===== src/rtl/elevator_pkg.sv =====
// Shared definitions for the elevator call scheduler slice.
//   - Floor one-hot encodings (floor1 = bit0 .. floor3 = bit2)
//   - Bit positions on the atflr / flrsw buses
//   - Scheduler FSM state enum
//   - One-hot helper used to qualify controller floor reports
package elevator_pkg;

   localparam int unsigned NUM_FLOORS = 3;

   localparam logic [2:0] FLR_NONE = 3'b000;
   localparam logic [2:0] FLR1     = 3'b001;
   localparam logic [2:0] FLR2     = 3'b010;
   localparam logic [2:0] FLR3     = 3'b100;

   // atflr[3] = door open, flrsw[3] = door block; bits [2:0] carry the floor
   localparam int unsigned DOOR_BIT = 3;
   localparam int unsigned FLR_MSB  = 2;

   typedef enum logic [1:0] {
      IDLE,
      SERVE,
      DWELL
   } state_t;

   function automatic logic is_onehot3(input logic [2:0] v);
      return (v == FLR1) || (v == FLR2) || (v == FLR3);
   endfunction

endpackage


===== src/rtl/elevator_target_sel.sv =====
// Combinational target selector.
//   pending   : latched outstanding calls (one bit per floor)
//   cur_floor : one-hot current car floor
//   dir_up    : current sweep direction (1 = up)
//   target    : one-hot floor to serve next, 000 when nothing is pending
//   dir_flip  : 1 when the chosen floor lies against the current sweep
// Priority: a call at the current floor, then the nearest call ahead in the
// sweep direction, then the nearest call behind (which reverses the sweep).
module elevator_target_sel
   import elevator_pkg::*;
(
   input  logic [2:0] pending,
   input  logic [2:0] cur_floor,
   input  logic       dir_up,
   output logic [2:0] target,
   output logic       dir_flip
);

   logic [2:0] up_t;
   logic [2:0] dn_t;

   always_comb begin
      up_t     = FLR_NONE;
      dn_t     = FLR_NONE;
      target   = FLR_NONE;
      dir_flip = 1'b0;

      // nearest pending floor strictly above / below the car
      case (cur_floor)
         FLR1: begin
            if (pending[1])      up_t = FLR2;
            else if (pending[2]) up_t = FLR3;
         end
         FLR2: begin
            if (pending[2]) up_t = FLR3;
            if (pending[0]) dn_t = FLR1;
         end
         FLR3: begin
            if (pending[1])      dn_t = FLR2;
            else if (pending[0]) dn_t = FLR1;
         end
         default: ;
      endcase

      if ((pending & cur_floor) != FLR_NONE) begin
         target = cur_floor;
      end else if (dir_up && (up_t != FLR_NONE)) begin
         target = up_t;
      end else if (!dir_up && (dn_t != FLR_NONE)) begin
         target = dn_t;
      end else if (dir_up && (dn_t != FLR_NONE)) begin
         target   = dn_t;
         dir_flip = 1'b1;
      end else if (!dir_up && (up_t != FLR_NONE)) begin
         target   = up_t;
         dir_flip = 1'b1;
      end
   end

endmodule


===== src/rtl/elevator_call_scheduler.sv =====
// Elevator call scheduler for a three-floor car.
//   clk        : system clock, rising edge
//   rst_n      : synchronous active-low reset
//   call_btn   : level call buttons, bit0 = floor1 .. bit2 = floor3
//   door_block : door obstruction sensor, active-high
//   atflr      : controller status, [3] door open, [2:0] one-hot floor
//   flrsw      : request bus, [3] registered door_block, [2:0] target or 000
//   pending    : latched outstanding calls
//   dir_up     : sweep direction, 1 = up
//   fault      : sticky arrival-timeout flag
// Calls are latched, one is chosen in IDLE, requested during SERVE, and the
// car is held idle for DWELL_CYCLES after arrival (restarted by door_block).
module elevator_call_scheduler
   import elevator_pkg::*;
#(
   parameter int unsigned DWELL_CYCLES   = 4,
   parameter int unsigned TIMEOUT_CYCLES = 16
) (
   input  logic       clk,
   input  logic       rst_n,
   input  logic [2:0] call_btn,
   input  logic       door_block,
   input  logic [3:0] atflr,
   output logic [3:0] flrsw,
   output logic [2:0] pending,
   output logic       dir_up,
   output logic       fault
);

   localparam int unsigned CNT_MAX = (DWELL_CYCLES > TIMEOUT_CYCLES) ? DWELL_CYCLES : TIMEOUT_CYCLES;
   localparam int unsigned CW      = $clog2(CNT_MAX + 1);

   state_t        state, state_d;
   logic [CW-1:0] cnt, cnt_d;
   logic [2:0]    target, target_d;
   logic [2:0]    pending_d;
   logic [2:0]    cur_floor;
   logic [2:0]    flr_q, flr_d;
   logic [2:0]    arrive_clr, tmo_clr;
   logic [2:0]    sel_target;
   logic          sel_flip;
   logic          dir_d, fault_d, door_q;
   logic          arrived;

   elevator_target_sel u_sel (
      .pending   (pending),
      .cur_floor (cur_floor),
      .dir_up    (dir_up),
      .target    (sel_target),
      .dir_flip  (sel_flip)
   );

   assign arrive_clr = atflr[DOOR_BIT] ? atflr[FLR_MSB:0] : FLR_NONE;
   assign arrived    = atflr[DOOR_BIT] && (atflr[FLR_MSB:0] == target);

   always_comb begin
      state_d  = state;
      cnt_d    = cnt;
      target_d = target;
      dir_d    = dir_up;
      fault_d  = fault;
      tmo_clr  = FLR_NONE;

      case (state)
         IDLE: begin
            if (pending != FLR_NONE) begin
               target_d = sel_target;
               dir_d    = dir_up ^ sel_flip;
               cnt_d    = '0;
               state_d  = SERVE;
            end
         end
         SERVE: begin
            if (arrived) begin
               cnt_d   = CW'(DWELL_CYCLES);
               state_d = DWELL;
            end else if (cnt >= CW'(TIMEOUT_CYCLES - 1)) begin
               // the cycle that would bring the count to TIMEOUT_CYCLES
               fault_d = 1'b1;
               tmo_clr = target;
               cnt_d   = '0;
               state_d = IDLE;
            end else if (cnt != '1) begin
               cnt_d = cnt + 1'b1;
            end
         end
         DWELL: begin
            // leave on the cycle the count reaches zero
            if (door_block) begin
               cnt_d = CW'(DWELL_CYCLES);
            end else if (cnt <= CW'(1)) begin
               cnt_d   = '0;
               state_d = IDLE;
            end else begin
               cnt_d = cnt - 1'b1;
            end
         end
         default: begin
            cnt_d   = '0;
            state_d = IDLE;
         end
      endcase

      // arrival/timeout clears take priority over a same-cycle call
      pending_d = (pending | call_btn) & ~arrive_clr & ~tmo_clr;

      // request bus is computed from next state so it is registered yet
      // appears the cycle after the IDLE->SERVE transition
      flr_d = (state_d == SERVE) ? target_d : FLR_NONE;
   end

   always_ff @(posedge clk) begin
      if (!rst_n) begin
         state     <= IDLE;
         cnt       <= '0;
         target    <= FLR_NONE;
         pending   <= FLR_NONE;
         cur_floor <= FLR1;
         dir_up    <= 1'b1;
         fault     <= 1'b0;
         flr_q     <= FLR_NONE;
         door_q    <= 1'b0;
      end else begin
         state   <= state_d;
         cnt     <= cnt_d;
         target  <= target_d;
         pending <= pending_d;
         dir_up  <= dir_d;
         fault   <= fault_d;
         flr_q   <= flr_d;
         door_q  <= door_block;
         if (is_onehot3(atflr[FLR_MSB:0])) cur_floor <= atflr[FLR_MSB:0];
      end
   end

   assign flrsw = {door_q, flr_q};

endmodule


===== config.mk =====
export PLATFORM = sky130hd
export DESIGN_NAME = elevator_call_scheduler
export DESIGN_NICKNAME = d
export VERILOG_FILES = /design/src/rtl/elevator_pkg.sv /design/src/rtl/elevator_target_sel.sv /design/src/rtl/elevator_call_scheduler.sv
export SDC_FILE = /design/constraint.sdc
export NUM_CORES = 1
export LEC_CHECK = 0
export ABC_AREA = 0
export BUFFER_PORTS_ARGS = -buffer_cell sky130_fd_sc_hd__buf_2
export CAP_MARGIN = 0
export CORE_MARGIN = 2
export CORE_UTILIZATION = 56
export CTS_CLUSTER_DIAMETER = 80
export DETAILED_ROUTE_END_ITERATION = 10
export GPL_TIMING_DRIVEN = 0
export HOLD_SLACK_MARGIN = 0.1
export PLACE_DENSITY = 0.78
export SYNTH_ARGS = -nofsm -noshare
export SYNTH_HDL_FRONTEND = slang
export SYNTH_SLANG_ARGS = --single-unit

===== constraint.sdc =====
create_clock -name clk -period 2.27 [get_ports clk]
set_clock_uncertainty 0.15 [all_clocks]
set_input_delay 0.454 -clock clk [delete_from_list [all_inputs] [get_ports clk]]
set_output_delay 0.454 -clock clk [all_outputs]
set_load 0.02 [all_outputs]

Word level (Yosys, flattened, before mapping)

Cells that the tools add are included.

Flip-flop bits (word level): 22
Bits in latches: 0
Memory bits (writable): 0
Bits in read-only memories: 0
Input port bits: 10
Output and inout bits: 9
Logic and storage cells: 86
Memories kept: 0

Add/subtract/negate cells: 2
Multiply operators: 0
Div/mod/pow operators: 0
Magnitude comparators: 2
Equality and inequality tests: 13
Shifts and indexed selects: 0
Multiplexer cells: 35
Bitwise operators: 8
Reductions and logical operators: 17

Operator list:

| kind                  | number |
|---|---|
| $mux W3               | 14 |
| $mux W5               | 6 |
| $pmux W5 S3           | 1 |
| $pmux W3 S2           | 2 |
| $reduce_bool A3 Y1    | 4 |
| $mux W2               | 5 |
| $and A3 B3 Y3         | 3 |
| $eq A3 B1 Y1 const B  | 2 |
| $eq A3 B2 Y1 const B  | 2 |
| $eq A3 B3 Y1 const B  | 2 |
| $mux W1               | 6 |
| $not A3 Y3            | 2 |
| $pmux W2 S3           | 1 |
| $reduce_and A2 Y1     | 3 |
| $add A5 B1 Y5 const B | 1 |
| $ge A5 B4 Y1 const B  | 1 |
| $le A5 B1 Y1 const B  | 1 |
| $logic_and A1 B1 Y1   | 5 |
| $ne A5 B5 Y1 const B  | 1 |
| $sub A5 B1 Y5 const B | 1 |
| $eq A2 B1 Y1 const B  | 2 |
| $ne A4 B4 Y1 const B  | 1 |
| $eq A3 B3 Y1          | 1 |
| $or A3 B3 Y3          | 1 |
| 8 further kinds       | 9 |

Logic depth before layout (Yosys ltp)

Word-level depth: 12
Depth in mapped cells: 7
Depth with buffers taken out: 7

By module

From an unflattened synthesis, not the netlist that was laid out.

Cells, all modules: 170
Area, all modules: 1461.4 µm²

By module, submodules not included:

| module                  | instances | cells an instance | area each (µm²) | seq. area each (µm²) |
|---|---|---|---|---|
| elevator_call_scheduler | 1         | 138               | 1236.2          | 440.4 |
| elevator_target_sel     | 1         | 32                | 225.2           | 0.0 |

Worst setup path after synthesis

No wires, ideal clock.

Kind: flip-flop to flip-flop
From: register cnt[0]
To: register flr_q[0]
Library setup time: 0.092 ns
Arrival: 1.850 ns
Required time: 2.028 ns
Slack: 0.178 ns
Stages on the path, launching flop included: 8
Buffers on the path: 0
Period minus slack after synthesis: 2.092 ns
Cells stage by stage: dfxtp_1 -> ha_1 -> and3_1 -> ha_1 -> nor3_2 -> and3_1 -> o221ai_1 -> nor4_1

Cells in the longest elaborated chain, start to end: 6
Elaborated cells on any way between the ends: 9
Those cells by class: order compare (2); eq/ne (1); mux (5); reduce/logical (1)

RTL lines:

| element                                             | line                                                         | text |
|---|---|---|
| from (decl)                                         | elevator_call_scheduler.sv:34                                | `logic [CW-1:0] cnt, cnt_d;` |
| from (signal assigned)                              | elevator_call_scheduler.sv:125                               | `cnt <= cnt_d;` |
| $le A5 B1 Y1 / $ge A5 B4 Y1 (equally long branches) | elevator_call_scheduler.sv:91, elevator_call_scheduler.sv:77 |  |
| $mux W2 (on tied branches)                          | elevator_call_scheduler.sv:91, elevator_call_scheduler.sv:77 |  |
| $mux W2 (on tied branches)                          | elevator_call_scheduler.sv:89, elevator_call_scheduler.sv:74 |  |
| $pmux W2 S3 *                                       | elevator_call_scheduler.sv:64                                | `case (state)` |
| $eq A2 B1 Y1 *                                      | elevator_call_scheduler.sv:109                               | `flr_d = (state_d == SERVE) ? target_d : FLR_NONE;` |
| $reduce_and A2 Y1 (no source line) *                | --                                                           |  |
| to (signal assigned)                                | elevator_call_scheduler.sv:130                               | `flr_q <= flr_d;` |
| to (decl)                                           | elevator_call_scheduler.sv:38                                | `logic [2:0] flr_q, flr_d;` |

Mark *: on every way between the ends. The rest lies on a longest branch, timed or not.
A chain may end at the register's enable or synchronous reset.

Worst setup path after layout

From: register cnt[0]
To: register cnt[2]

Cells in the longest elaborated chain, start to end: 5
Elaborated cells on any way between the ends: 13
Those cells by class: add/sub (2); order compare (2); eq/ne (2); mux (6); reduce/logical (1)

RTL lines:

| element       | line                          | text |
|---|---|---|
| $add A5 B1 Y5 | elevator_call_scheduler.sv:84 | `cnt_d = cnt + 1'b1;` |
| $mux W5       | elevator_call_scheduler.sv:83 | `end else if (cnt != '1) begin` |
| $mux W5       | elevator_call_scheduler.sv:77 | `end else if (cnt >= CW'(TIMEOUT_CYCLES - 1)) begin` |
| $mux W5       | elevator_call_scheduler.sv:74 | `if (arrived) begin` |
| $pmux W5 S3   | elevator_call_scheduler.sv:64 |  |

Several ways; a longest one is shown, not always the timed one. The select of a mux whose other input is x is not followed.

==> flow_metrics.py <==
metrics = {
    "min_path": {
        "hold_class": "in -> reg",
    },
    "cts": {
        "clock_path_buffers": 2,
        "clock_latency_ps": 320,
        "cts_root_buf": "clkbuf_4",
        "ctsHoldBuffers": 0,
        "path_clk_slew_ps": 140,
        "tritoncts": "built",
        "cts_buffers": 3,
        "htreeDepth": 1,
        "cts.sinks": 22,
    },
    "layout": {
        "antenna_cells": 0,
        "layout_commonest_cell": "dfxtp_1",
        "fin_cells": 225,
        "nets": 215,
        "layout_common_cells": "dfxtp_1, buf_2, nor2_1, inv_1, a21oi_1",
        "area_delta_synth_final_pct": 13.1,
        "final_core_util_pct": 65.9,
        "drive_gt1_share_pct": 19.0,
    },
    "synth": {
        "yosysSeqAreaShare_pct": 30.8,
        "ys_seq_elements": 22,
        "synth_nets": 194,
        "synth-edff-count": 0,
        "yosys_warnings": 0,
        "syn_inst": 175,
        "async_flop_share_pct": 0,
        "syn_area_per_cell_sq_um": 8.16,
        "synth_cell_types": 50,
        "synthFlopType": "dfxtp_1",
        "syn-cell-area_sq_mm": 0.00143,
    },
    "die": {
        "fp.dieH_microns": 54.5,
        "dieWidth_microns": 54.5,
        "start_util_pct": 58.2,
        "die-area_sq_mm": 0.00297,
        "io_pins": 19,
        "core_sq_mm": 0.00245,
        "rows": 18,
    },
    "critical_path": {
        "setup.worst_path.class": "reg -> reg",
        "critPathRequiredTime_ps": 2380,
        "end_kind": "flop",
        "critPathArrivalTime_ps": 2300,
        "cp-start-kind": "flop",
        "cp_max_fo": 7,
    },
    "detailed_routing": {
        "drt_iter0_markers": 75,
        "avgViaCountPerCell": 6.13,
        "first_pass_iters": 4,
        "wl_per_cell_microns": 15.0,
        "vias": 1379,
        "detail_route.wirelength_microns": 3370,
        "antenna_left": 0,
        "route.detailed.drc": 0,
    },
    "sta": {
        "tightest_slew_ps": 539,
        "period_minus_slack_ps": 2190,
        "fin_ws_ps": 76.3,
        "slew_headroom_pct": 64.1,
        "layout_worst_path_cycle_share_pct": 96.6,
        "hold_viol": 0,
        "finalSetupViolCount": 0,
        "slew_viol_final": 0,
        "maxClockFrequency_mhz": 456,
        "fin_setup_tns_ps": 0,
    },
    "status": {
        "status": "finished, final reports clean",
    },
    "power": {
        "p_per_area_mw_per_mm2": 570,
        "total_power_uw": 922,
        "ir_drop_mv": 0.370,
        "cellLeakagePower_nw": 0.676,
    },
    "global_route": {
        "grt_max_degree": 13,
        "overflow": 0,
        "grt_pass1_wl_microns": 5130,
        "antenna_found_initial": 0,
        "track_usage_pct": 23.8,
        "grt_pass1_vias": 1137,
    },
    "place": {
        "globalplace.congestion": 0.881,
        "dp.cells": 220,
        "io_buffer_count": 15,
        "dp_hpwl_microns": 2500,
        "place_ws_ps": -117,
    },
    "job": {
        "cap_violations": 0,
    },
}
-- cell type report --
class	instances	area (sq um)
Buffer	12	62.6
Clock buffer	4	36.3
Fill cell	216	838
Inverter	12	45.0
Multi-Input combinational cell	129	910
Sequential cell	22	443
Tap cell	30	37.5
Timing Repair Buffer	16	82.6
-- cells in the mapped netlist (all sizes together) (3+ instances only) --
master | number | area share (%)
dfxtp | 22 | 31
nor2 | 15 | 3.9
inv | 12 | 3.2
a21oi | 11 | 3.9
ha | 9 | 7.9
o21ai | 9 | 3.4
nand2 | 8 | 2.1
nor3 | 7 | 2.8
buf | 6 | 2.7
clkbuf | 6 | 1.6
xnor2 | 5 | 3.1
nand2b | 4 | 1.8
nand4 | 4 | 1.8
o211ai | 4 | 2.1
a31oi | 3 | 1.3
and2 | 3 | 1.3
and3 | 3 | 1.3
mux2i | 3 | 2.1
nand3 | 3 | 1.1
nor2b | 3 | 1.3
o2bb2ai | 3 | 1.8
-- timing repair --
| action | in CTS | in global routing |
|---|---|---|
| pin swaps | 1 | 2 |
| buffers inserted | 0 | 1 |
| gates resized for setup | 2 | 7 |
| endpoints found under the setup margin | 3 | 6 |
-- routing by layer --
layer	vias up	part of all wire, %	GRT usage [%]
li1	669	-	-
met1	627	44	35.7
met2	76	46	34.1
met3	7	8.9	3.55
met4	0	1.2	8.33
met5	-	0	0
-- state kept, by name, indices dropped and copies added, names as in the netlist --
| register | flops |
|---|---|
| door_q | 1 |
| dir_up | 1 |
| cur_floor | 3 |
| cnt | 5 |
| target | 3 |
| fault | 1 |
| flr_q | 3 |
| state | 2 |
| pending | 3 |
-- power breakdown --
group | switching [mW] | internal, mW | total [mW]
registers | 0.0235 | 0.412 | 0.436
clock network | 0.131 | 0.0980 | 0.229
logic | 0.156 | 0.101 | 0.257
-- metrics by stage --
step | area (sq um) | hold slack (ps)
6_report | 1620 | 231
5_1_grt | 1620 | 259
4_1_cts | 1590 | 237
3_5_place_dp | 1540 | 308
3_3_place_gp | 1540 | 294
2_1_floorplan | 1430 | 296
-- worst paths after layout --
kind | cells past startpoint | endpoint | start | slack [ps]
worst max register to register | 8 | cnt[2] | cnt[0] | 80
worst max-delay path | 8 | cnt[2] | cnt[0] | 80
worst min-delay path | 2 | door_q | door_block | 230
worst min register to register | 1 | fault | fault | 340
-- logic make-up after synthesis --
family	count (synthesis)	synth area share, %
AO/OA/AOI/OAI	49	24.2
XOR/XNOR	7	4.29
multiplexers	3	2.10
adder cells (fa/ha/maj)	9	7.88
AND/OR/NAND/NOR	61	23.3
flip-flops	22	30.8
buffers and inverters	24	7.44
-- critical path: stages, from the launching register on --
cell,delay [ps]
dfxtp_2,380
ha_1,230
and3_1,210
ha_1,240
nor3_4,200
buf_4,150
nand4_1,170
a21oi_2,260
o2bb2ai_1,140
(Power assumes the default switching activity.)
